===== config.mk =====
export PLATFORM = sky130hd
export DESIGN_NAME = fft_frame_ctrl
export DESIGN_NICKNAME = d
export VERILOG_FILES = /design/src/rtl/fft_frame_ctrl.sv
export SDC_FILE = /design/constraint.sdc
export NUM_CORES = 2
export LEC_CHECK = 0
export BUFFER_PORTS_ARGS = -buffer_cell sky130_fd_sc_hd__buf_2
export CAP_MARGIN = 20
export CORE_AREA = 5 5 478 480
export DETAILED_ROUTE_END_ITERATION = 10
export DIE_AREA = 0 0 483 485
export PLACE_DENSITY = 0.37
export SYNTH_ARGS = -nofsm -noshare
export SYNTH_HDL_FRONTEND = slang
export SYNTH_SLANG_ARGS = --single-unit

===== constraint.sdc =====
create_clock -name clock -period 20.3 [get_ports clock]
set_clock_uncertainty 0.1 [all_clocks]
set_input_delay 4.06 -clock clock [delete_from_list [all_inputs] [get_ports clock]]
set_output_delay 4.06 -clock clock [all_outputs]
set_load 0.05 [all_outputs]

===== src/rtl/fft_frame_ctrl.sv =====
// fft_frame_ctrl: frames 16 complex samples for a 16-point FFT core.
// It kicks the core, captures its bins (or abandons the frame on timeout),
// clears the core, then streams the bins out with a valid/ready handshake.
module fft_frame_ctrl #(
  parameter int WIDTH        = 36,
  parameter int DONE_TIMEOUT = 15
) (
  input  logic             clock,
  input  logic             reset,
  input  logic [WIDTH-1:0] in_data,
  input  logic             in_valid,
  output logic             in_ready,
  output logic [WIDTH-1:0] out_data,
  output logic [3:0]       out_index,
  output logic             out_last,
  output logic             out_valid,
  input  logic             out_ready,
  output logic [WIDTH-1:0] fft_f [0:15],
  output logic             fft_start,
  output logic             fft_reset,
  input  logic [WIDTH-1:0] fft_F [0:15],
  input  logic             fft_done,
  output logic             busy,
  output logic             error
);

  localparam int CNT_W = $clog2(DONE_TIMEOUT + 1);

  typedef enum logic [2:0] {
    S_FILL,
    S_KICK,
    S_WAIT,
    S_CAPTURE,
    S_CLEAR,
    S_DRAIN
  } state_e;

  state_e             state_q, state_d;
  logic [3:0]         wr_idx_q, wr_idx_d;
  logic [3:0]         rd_idx_q, rd_idx_d;
  logic [CNT_W-1:0]   cnt_q, cnt_d;
  logic               skip_q, skip_d;
  logic               error_q, error_d;
  logic [WIDTH-1:0]   buf_q [0:15];
  logic [WIDTH-1:0]   res_q [0:15];

  logic in_accept;
  logic out_accept;
  logic capture_en;
  logic timeout_hit;

  assign in_accept   = (state_q == S_FILL) && in_valid;
  assign out_accept  = (state_q == S_DRAIN) && out_ready;
  assign capture_en  = (state_q == S_WAIT) && fft_done;
  // The counter holds completed WAIT cycles; this is the last one allowed.
  assign timeout_hit = (cnt_q == CNT_W'(DONE_TIMEOUT - 1));

  // State register and control registers
  always_ff @(posedge clock) begin
    // NOTE: sequential state uses non-blocking assignments so every register
    // samples the pre-edge values regardless of block evaluation order.
    if (reset) begin
      state_q  <= S_FILL;
      wr_idx_q <= '0;
      rd_idx_q <= '0;
      cnt_q    <= '0;
      skip_q   <= 1'b0;
      error_q  <= 1'b0;
    end else begin
      state_q  <= state_d;
      wr_idx_q <= wr_idx_d;
      rd_idx_q <= rd_idx_d;
      cnt_q    <= cnt_d;
      skip_q   <= skip_d;
      error_q  <= error_d;
    end
  end

  // Next-state and index/counter/flag update logic
  always_comb begin
    // NOTE: every variable gets a default hold value first so no path through
    // the case statement leaves one unassigned, which would infer a latch.
    state_d  = state_q;
    wr_idx_d = wr_idx_q;
    rd_idx_d = rd_idx_q;
    cnt_d    = cnt_q;
    skip_d   = skip_q;
    error_d  = error_q;
    unique case (state_q)
      S_FILL: begin
        if (in_accept) begin
          wr_idx_d = wr_idx_q + 4'd1;
          if (wr_idx_q == 4'd15) begin
            wr_idx_d = '0;
            state_d  = S_KICK;
          end
        end
      end
      S_KICK: begin
        cnt_d   = '0;
        state_d = S_WAIT;
      end
      S_WAIT: begin
        cnt_d = cnt_q + CNT_W'(1);
        // A done seen on the timeout cycle still wins.
        if (fft_done) begin
          state_d = S_CAPTURE;
        end else if (timeout_hit) begin
          error_d = 1'b1;
          skip_d  = 1'b1;
          state_d = S_CLEAR;
        end
      end
      S_CAPTURE: state_d = S_CLEAR;
      S_CLEAR: begin
        skip_d  = 1'b0;
        state_d = skip_q ? S_FILL : S_DRAIN;
      end
      S_DRAIN: begin
        if (out_accept) begin
          rd_idx_d = rd_idx_q + 4'd1;
          if (rd_idx_q == 4'd15) begin
            rd_idx_d = '0;
            state_d  = S_FILL;
          end
        end
      end
      default: state_d = S_FILL;
    endcase
  end

  // Outputs decoded from the registered state only
  always_comb begin
    in_ready  = (state_q == S_FILL);
    fft_start = (state_q == S_KICK);
    fft_reset = (state_q == S_CLEAR);
    out_valid = (state_q == S_DRAIN);
    out_last  = (state_q == S_DRAIN) && (rd_idx_q == 4'd15);
    busy      = (state_q != S_FILL);
    error     = error_q;
  end

  // Sample buffer written during FILL; result bank loaded when done is seen
  always_ff @(posedge clock) begin
    // NOTE: both banks are reset because fft_f and out_data must read zero
    // out of reset; this makes them flops rather than a RAM macro.
    if (reset) begin
      for (int i = 0; i < 16; i++) begin
        buf_q[i] <= '0;
        res_q[i] <= '0;
      end
    end else begin
      if (in_accept) buf_q[wr_idx_q] <= in_data;
      if (capture_en) begin
        for (int i = 0; i < 16; i++) res_q[i] <= fft_F[i];
      end
    end
  end

  assign fft_f     = buf_q;
  assign out_data  = res_q[rd_idx_q];
  assign out_index = rd_idx_q;

endmodule


## Word level (Yosys, flattened, before mapping)

Memories as Yosys holds them, arrays and structs flattened. A register that Yosys moved wholly into a read port is not among the register bits.
Cells that the tools add are included.

| storage, ports and cells | value |
|---|---|
| RAM bits | 576 |
| memories kept | 1 |
| flip-flop bits (word level) | 593 |
| output and inout port bits | 623 |
| input bits | 617 |
| word-level logic and storage cells | 115 |

| operators by class | value |
|---|---|
| multiplexer cells | 40 |
| bitwise operators | 18 |
| magnitude comparators | 2 |
| reduce and logical (&&, ||, !) cells | 14 |
| $add $sub $neg | 3 |
| eq/ne operators | 15 |

Memory list:

| memory | depth | bits a word | rd ports | clocked after Yosys merged registers in | wr ports | RTL line | RTL |
|---|---|---|---|---|---|---|---|
| res_q | 16 | 36 | 1 | 1 | 16 | 45 | `logic [WIDTH-1:0] res_q [0:15];` |

Operator list:

| cell | count |
|---|---|
| $mux W36 | 17 |
| $bwmux W576 | 1 |
| $demux W36 S4 | 1 |
| $mux W3 | 7 |
| $pmux W3 S6 | 1 |
| $mux W4 | 4 |
| $or A1 B1 Y1 | 16 |
| $add A4 B1 Y4 const B | 3 |
| $eq A4 B4 Y1 const B | 3 |
| $ne A2 B1 Y1 const B | 4 |
| $pmux W4 S2 | 1 |
| $mux W1 | 7 |
| $eq A3 B2 Y1 const B | 2 |
| $eq A3 B3 Y1 const B | 2 |
| $reduce_and A3 Y1 | 2 |
| $ge A5 B5 Y1 const B | 1 |
| $logic_and A1 B1 Y1 | 5 |
| $lt A5 B1 Y1 const B | 1 |
| $not A4 Y5 | 1 |
| $reduce_and A5 Y1 | 1 |
| $ne A2 B2 Y1 const B | 2 |
| $reduce_and A2 Y1 | 2 |
| $reduce_bool A2 Y1 | 2 |
| $eq A3 B1 Y1 const B | 1 |
| other kinds (5) | 5 |

## Depth between registers and ports, before layout

| depth | value |
|---|---|
| depth after elaboration | 6 |
| mapped depth | 8 |
| mapped depth without buffers | 6 |

## Worst setup path before layout

No wires, ideal clock.

| path | value |
|---|---|
| kind | in2reg |
| start point | input port reset |
| end point | memory res_q[0][0] (enable) |
| cell stages on the path | 3 |
| setup slack | 847 ps |
| library setup time | 1,047 ps |
| buffers on the path | 2 |
| arrival | 18,306 ps |
| data required time | 19,153 ps |
| cell sequence | clkbuf_1 clkbuf_1 nand2b_1 |

RTL lines:

| element | RTL line | RTL |
|---|---|---|
| start: declaration | 9 | `input logic reset,` |
| end: declaration | 45 |  |

==> out/qor.txt <==
RUN STATUS
--------------------------------------------------------------------------------------------------------
Run status                                                                                  complete, no violations

WORST SETUP PATH
--------------------------------------------------------------------------------------------------------
Data required time of the critical path                                                         16.14 ns
Slowest stage cell on the critical path                                                     sky130_fd_sc_hd__buf_4
Slowest cell delay on critical path                                                              0.79 ns
Crit Path Category                                                                          flop to output pin
Family of cells with the greatest summed delay on the critical path                         buffers and inverters
Startpoint Class                                                                                    flop
Critical path's most frequent cell                                                          sky130_fd_sc_hd__buf_4
Series of cell instances along the critical path                                            buf_4 > buf_4 > buf_4 > buf_4 > mux4_2 > a22oi_1 > buf_4 > nand2_1 > buf_2
Worst-path maximum fanout                                                                             41
Buf+Inv Stages, Crit Path                                                                              6
Critical Path Sink Type                                                                       output pin
Data arrival, critical path                                                                      5.53 ns

DETAILED ROUTING
--------------------------------------------------------------------------------------------------------
DR vias/cell                                                                                        4.26
Detailed-route via count                                                                           36024
Average wire length per cell after detail routing                                           25.6 microns
Drt pass-1 iters                                                                                       5
Remaining antenna violation count after routing                                                        0
Sum of routed wire length over all layers                                                   217000 microns
DRC errors left                                                                                        0
Detailed Route Iter0 Violations                                                                     2327

SYNTHESIS
--------------------------------------------------------------------------------------------------------
Number of warnings printed during yosys synthesis                                                      0
Post-synthesis cell area                                                                     46800 sq um
Sequential cell area fraction in the yosys report                                                  62.5%
Yosys cell types                                                                                      44
Flops & latches, synth                                                                              1173
Share of flip-flops with an asynchronous set or reset after synthesis                                 0%
Share of the synthesized area in the top cell type                                                 37.0%
Number of enable-type register cells in the synthesized netlist                                      576
Synthesized area divided by synthesized cell count                                            11.0 sq um
Cell accounting for the most synthesized area                                               sky130_fd_sc_hd__edfxtp_1
Synth area leaders                                                                          sky130_fd_sc_hd__edfxtp_1 37%, sky130_fd_sc_hd__dfxtp_1 26%, sky130_fd_sc_hd__nand2_1 9.6%, sky130_fd_sc_hd__mux4_2 6.9%, sky130_fd_sc_hd__a21oi_1 6.3%
Flip-flop cell with the highest count after synthesis                                       sky130_fd_sc_hd__dfxtp_1
Cell count after synthesis                                                                          4244
Net count of the mapped netlist                                                                     4868

GLOBAL ROUTING
--------------------------------------------------------------------------------------------------------
Vias in the first global route                                                                     35906
Sum of overflow across all layers after global routing                                                 0
Number of antenna violations at the first check in global routing                                    119
Pin count of the biggest net entering global routing                                                 117
Total global routing track utilization                                                             17.7%
First-pass GRT wire length                                                                  297000 microns

CLOCK TREE
--------------------------------------------------------------------------------------------------------
Number of H-tree levels                                                                                4
Deepest clock path buffer count                                                                        3
Clk_lat worst skew                                                                               0.77 ns
Clock root buffer                                                                           sky130_fd_sc_hd__clkbuf_16
# hold bufs at CTS                                                                                     0
# Post-CTS Setup Buffers                                                                               0
CTS tree                                                                                             yes
Num Clock Sinks                                                                                     1173
CTS buffer count                                                                                     146
Post-CTS clock slew at the launch and capture registers of the worst setup and hold paths        0.05 ns
Count of instances resized after the clock tree is built                                               0

TIMING
--------------------------------------------------------------------------------------------------------
Achievable frequency                                                                             103 MHz
Slew @ Worst Pin                                                                                 1.08 ns
RSZ-0062 raised after global routing                                                               false
Count of final max-slew check failures                                                                 0
Final setup violating endpoints                                                                        0
Hold violation total from the final report                                                             0
Worst slew slack as a fraction of its limit                                                        27.7%
Fraction of the cycle the final worst path needs                                                   47.7%
Tmin final                                                                                       9.69 ns
Worst Hold Slack                                                                                0.348 ns
Setup TNS after final layout                                                                        0 ns

CELLS AND AREA
--------------------------------------------------------------------------------------------------------
Layout cells sized above 1                                                                         31.0%
Commonest non-fill, non-tap cells in the layout                                             1238 x sky130_fd_sc_hd__buf_2, 1195 x sky130_fd_sc_hd__nand2_1, 595 x sky130_fd_sc_hd__dfxtp_1
Most common library cell in the layout ignoring fill and taps                               sky130_fd_sc_hd__buf_2
Area overhead of the layout relative to synthesis                                                  28.9%
Share of the core filled with cells                                                                27.0%
Final nets                                                                                          5930
Fillers                                                                                            23886

DIE
--------------------------------------------------------------------------------------------------------
Die Width                                                                                    483 microns
Full die area                                                                               234000 sq um
Initial Utilization                                                                                20.9%
Top Ports                                                                                           1240
Core area                                                                                   224000 sq um
Number of standard-cell rows in the floorplan                                                        174
Die boundary height                                                                          485 microns

PWR
--------------------------------------------------------------------------------------------------------
Max IR drop VDD                                                                                  63.0 uV
Power per cell area                                                                         94.5 nW/um^2
Leakage                                                                                          23.4 nW

PLACEMENT
--------------------------------------------------------------------------------------------------------
Port Buf Inserts                                                                                    1239
Gpl congestion                                                                                     0.810
Detailed placer's ending HPWL                                                               154000 microns

WORST HOLD PATH
--------------------------------------------------------------------------------------------------------
HP Class                                                                                    flop to flop

RUN
--------------------------------------------------------------------------------------------------------
Count of maximum capacitance violations                                                                0

final cells by class:
| cell class | instances | area, sq um | area share, % |
|---|---|---|---|
| Multi-Input combinational cell | 2684 | 15700 | 26.1 |
| Inverter | 10 | 37.5 | 0.0622 |
| Antenna cell | 38 | 95.1 | 0.158 |
| Timing Repair Buffer | 1291 | 6640 | 11.0 |
| Clock buffer | 203 | 4090 | 6.77 |
| Sequential cell | 1173 | 29300 | 48.5 |
| Clock inverter | 62 | 764 | 1.27 |
| Tap cell | 2992 | 3740 | 6.20 |
tightest hold or removal path, stage by stage (launching register included):
cell and delay [ns]:
sky130_fd_sc_hd__dfxtp_1 0.30, sky130_fd_sc_hd__nand2_1 0.05, sky130_fd_sc_hd__a21oi_1 0.05
cells in the mapped netlist (2+ instances only):
library cell and count:
sky130_fd_sc_hd__a211oi_1 2, sky130_fd_sc_hd__a21oi_1 586, sky130_fd_sc_hd__a22oi_1 73, sky130_fd_sc_hd__and2_1 361, sky130_fd_sc_hd__and3_1 13, sky130_fd_sc_hd__and4_1 3
sky130_fd_sc_hd__buf_1 7, sky130_fd_sc_hd__buf_2 106, sky130_fd_sc_hd__buf_4 26, sky130_fd_sc_hd__buf_6 27, sky130_fd_sc_hd__clkbuf_1 211, sky130_fd_sc_hd__dfxtp_1 597
sky130_fd_sc_hd__edfxtp_1 576, sky130_fd_sc_hd__ha_1 7, sky130_fd_sc_hd__inv_1 10, sky130_fd_sc_hd__mux4_2 144, sky130_fd_sc_hd__nand2_1 1195, sky130_fd_sc_hd__nand2b_1 4
sky130_fd_sc_hd__nand3_1 4, sky130_fd_sc_hd__nand3_2 7, sky130_fd_sc_hd__nand3_4 5, sky130_fd_sc_hd__nand4_1 2, sky130_fd_sc_hd__nand4_4 3, sky130_fd_sc_hd__nor2_1 17
sky130_fd_sc_hd__nor2_2 2, sky130_fd_sc_hd__nor2b_1 223, sky130_fd_sc_hd__nor3_1 8, sky130_fd_sc_hd__o21ai_0 5, sky130_fd_sc_hd__or4_1 3, sky130_fd_sc_hd__xnor2_1 2
sky130_fd_sc_hd__xor2_1 2
state kept, by name (all words and copies together) (netlist names), named ones only:
register,cells
cnt_q,4
error,1
fft_f,576
out_index,4
res_q,576
skip_q,1
state_q,3
wr_idx_q,4
where the power goes:
part	internal, mW	leakage, nW	switching [mW]
Sequential	2.58	10.8	0.0392
Combinational	0.123	10.3	0.302
Clock	1.54	2.34	1.12
through the flow:
stage / worst slack (ns) / power, mW / std cells / instance area [sq um]
CTS: 10.20 / 5.80 / 8415 / 60300
floorplan: 0.847 / 2.96 / 4244 / 46800
global route: 9.99 / 5.92 / 8419 / 60300
global placement: 11.07 / 3.11 / 8147 / 55300
finish: 10.61 / 5.70 / 8453 / 60300
detailed placement: 11.07 / 3.11 / 8150 / 55400
cells by family after synthesis:
family / Yosys count / share of synthesized area [%]
simple gates: 1859 / 18.7
flops: 1173 / 62.5
compound gates: 669 / 7.57
buf+inv: 387 / 4.03
mux: 145 / 6.95
fa+ha+maj: 7 / 0.187
xor+xnor: 4 / 0.0749
metal layers:
metal / global-route usage (%) / wire (microns) / vias to the layer above
met1: 19.9 / 81700 / 17738
met5: 0 / 421 / -
met4: 3.45 / 4110 / 64
li1: - / - / 16554
met3: 8.71 / 23800 / 334
met2: 30.6 / 107000 / 1334
final timing paths:
path / slack, ns / start / endpoint / cells after the start
max: 10.61 / flop / out_data[32] / 9
min: 0.35 / fft_f[29] / fft_f[29] / 2
max reg2reg: 15.08 / state_q[1] / res_q[9][30] / 7
min reg2reg: 0.35 / fft_f[29] / fft_f[29] / 2
Power figures use the tool's default switching activity.
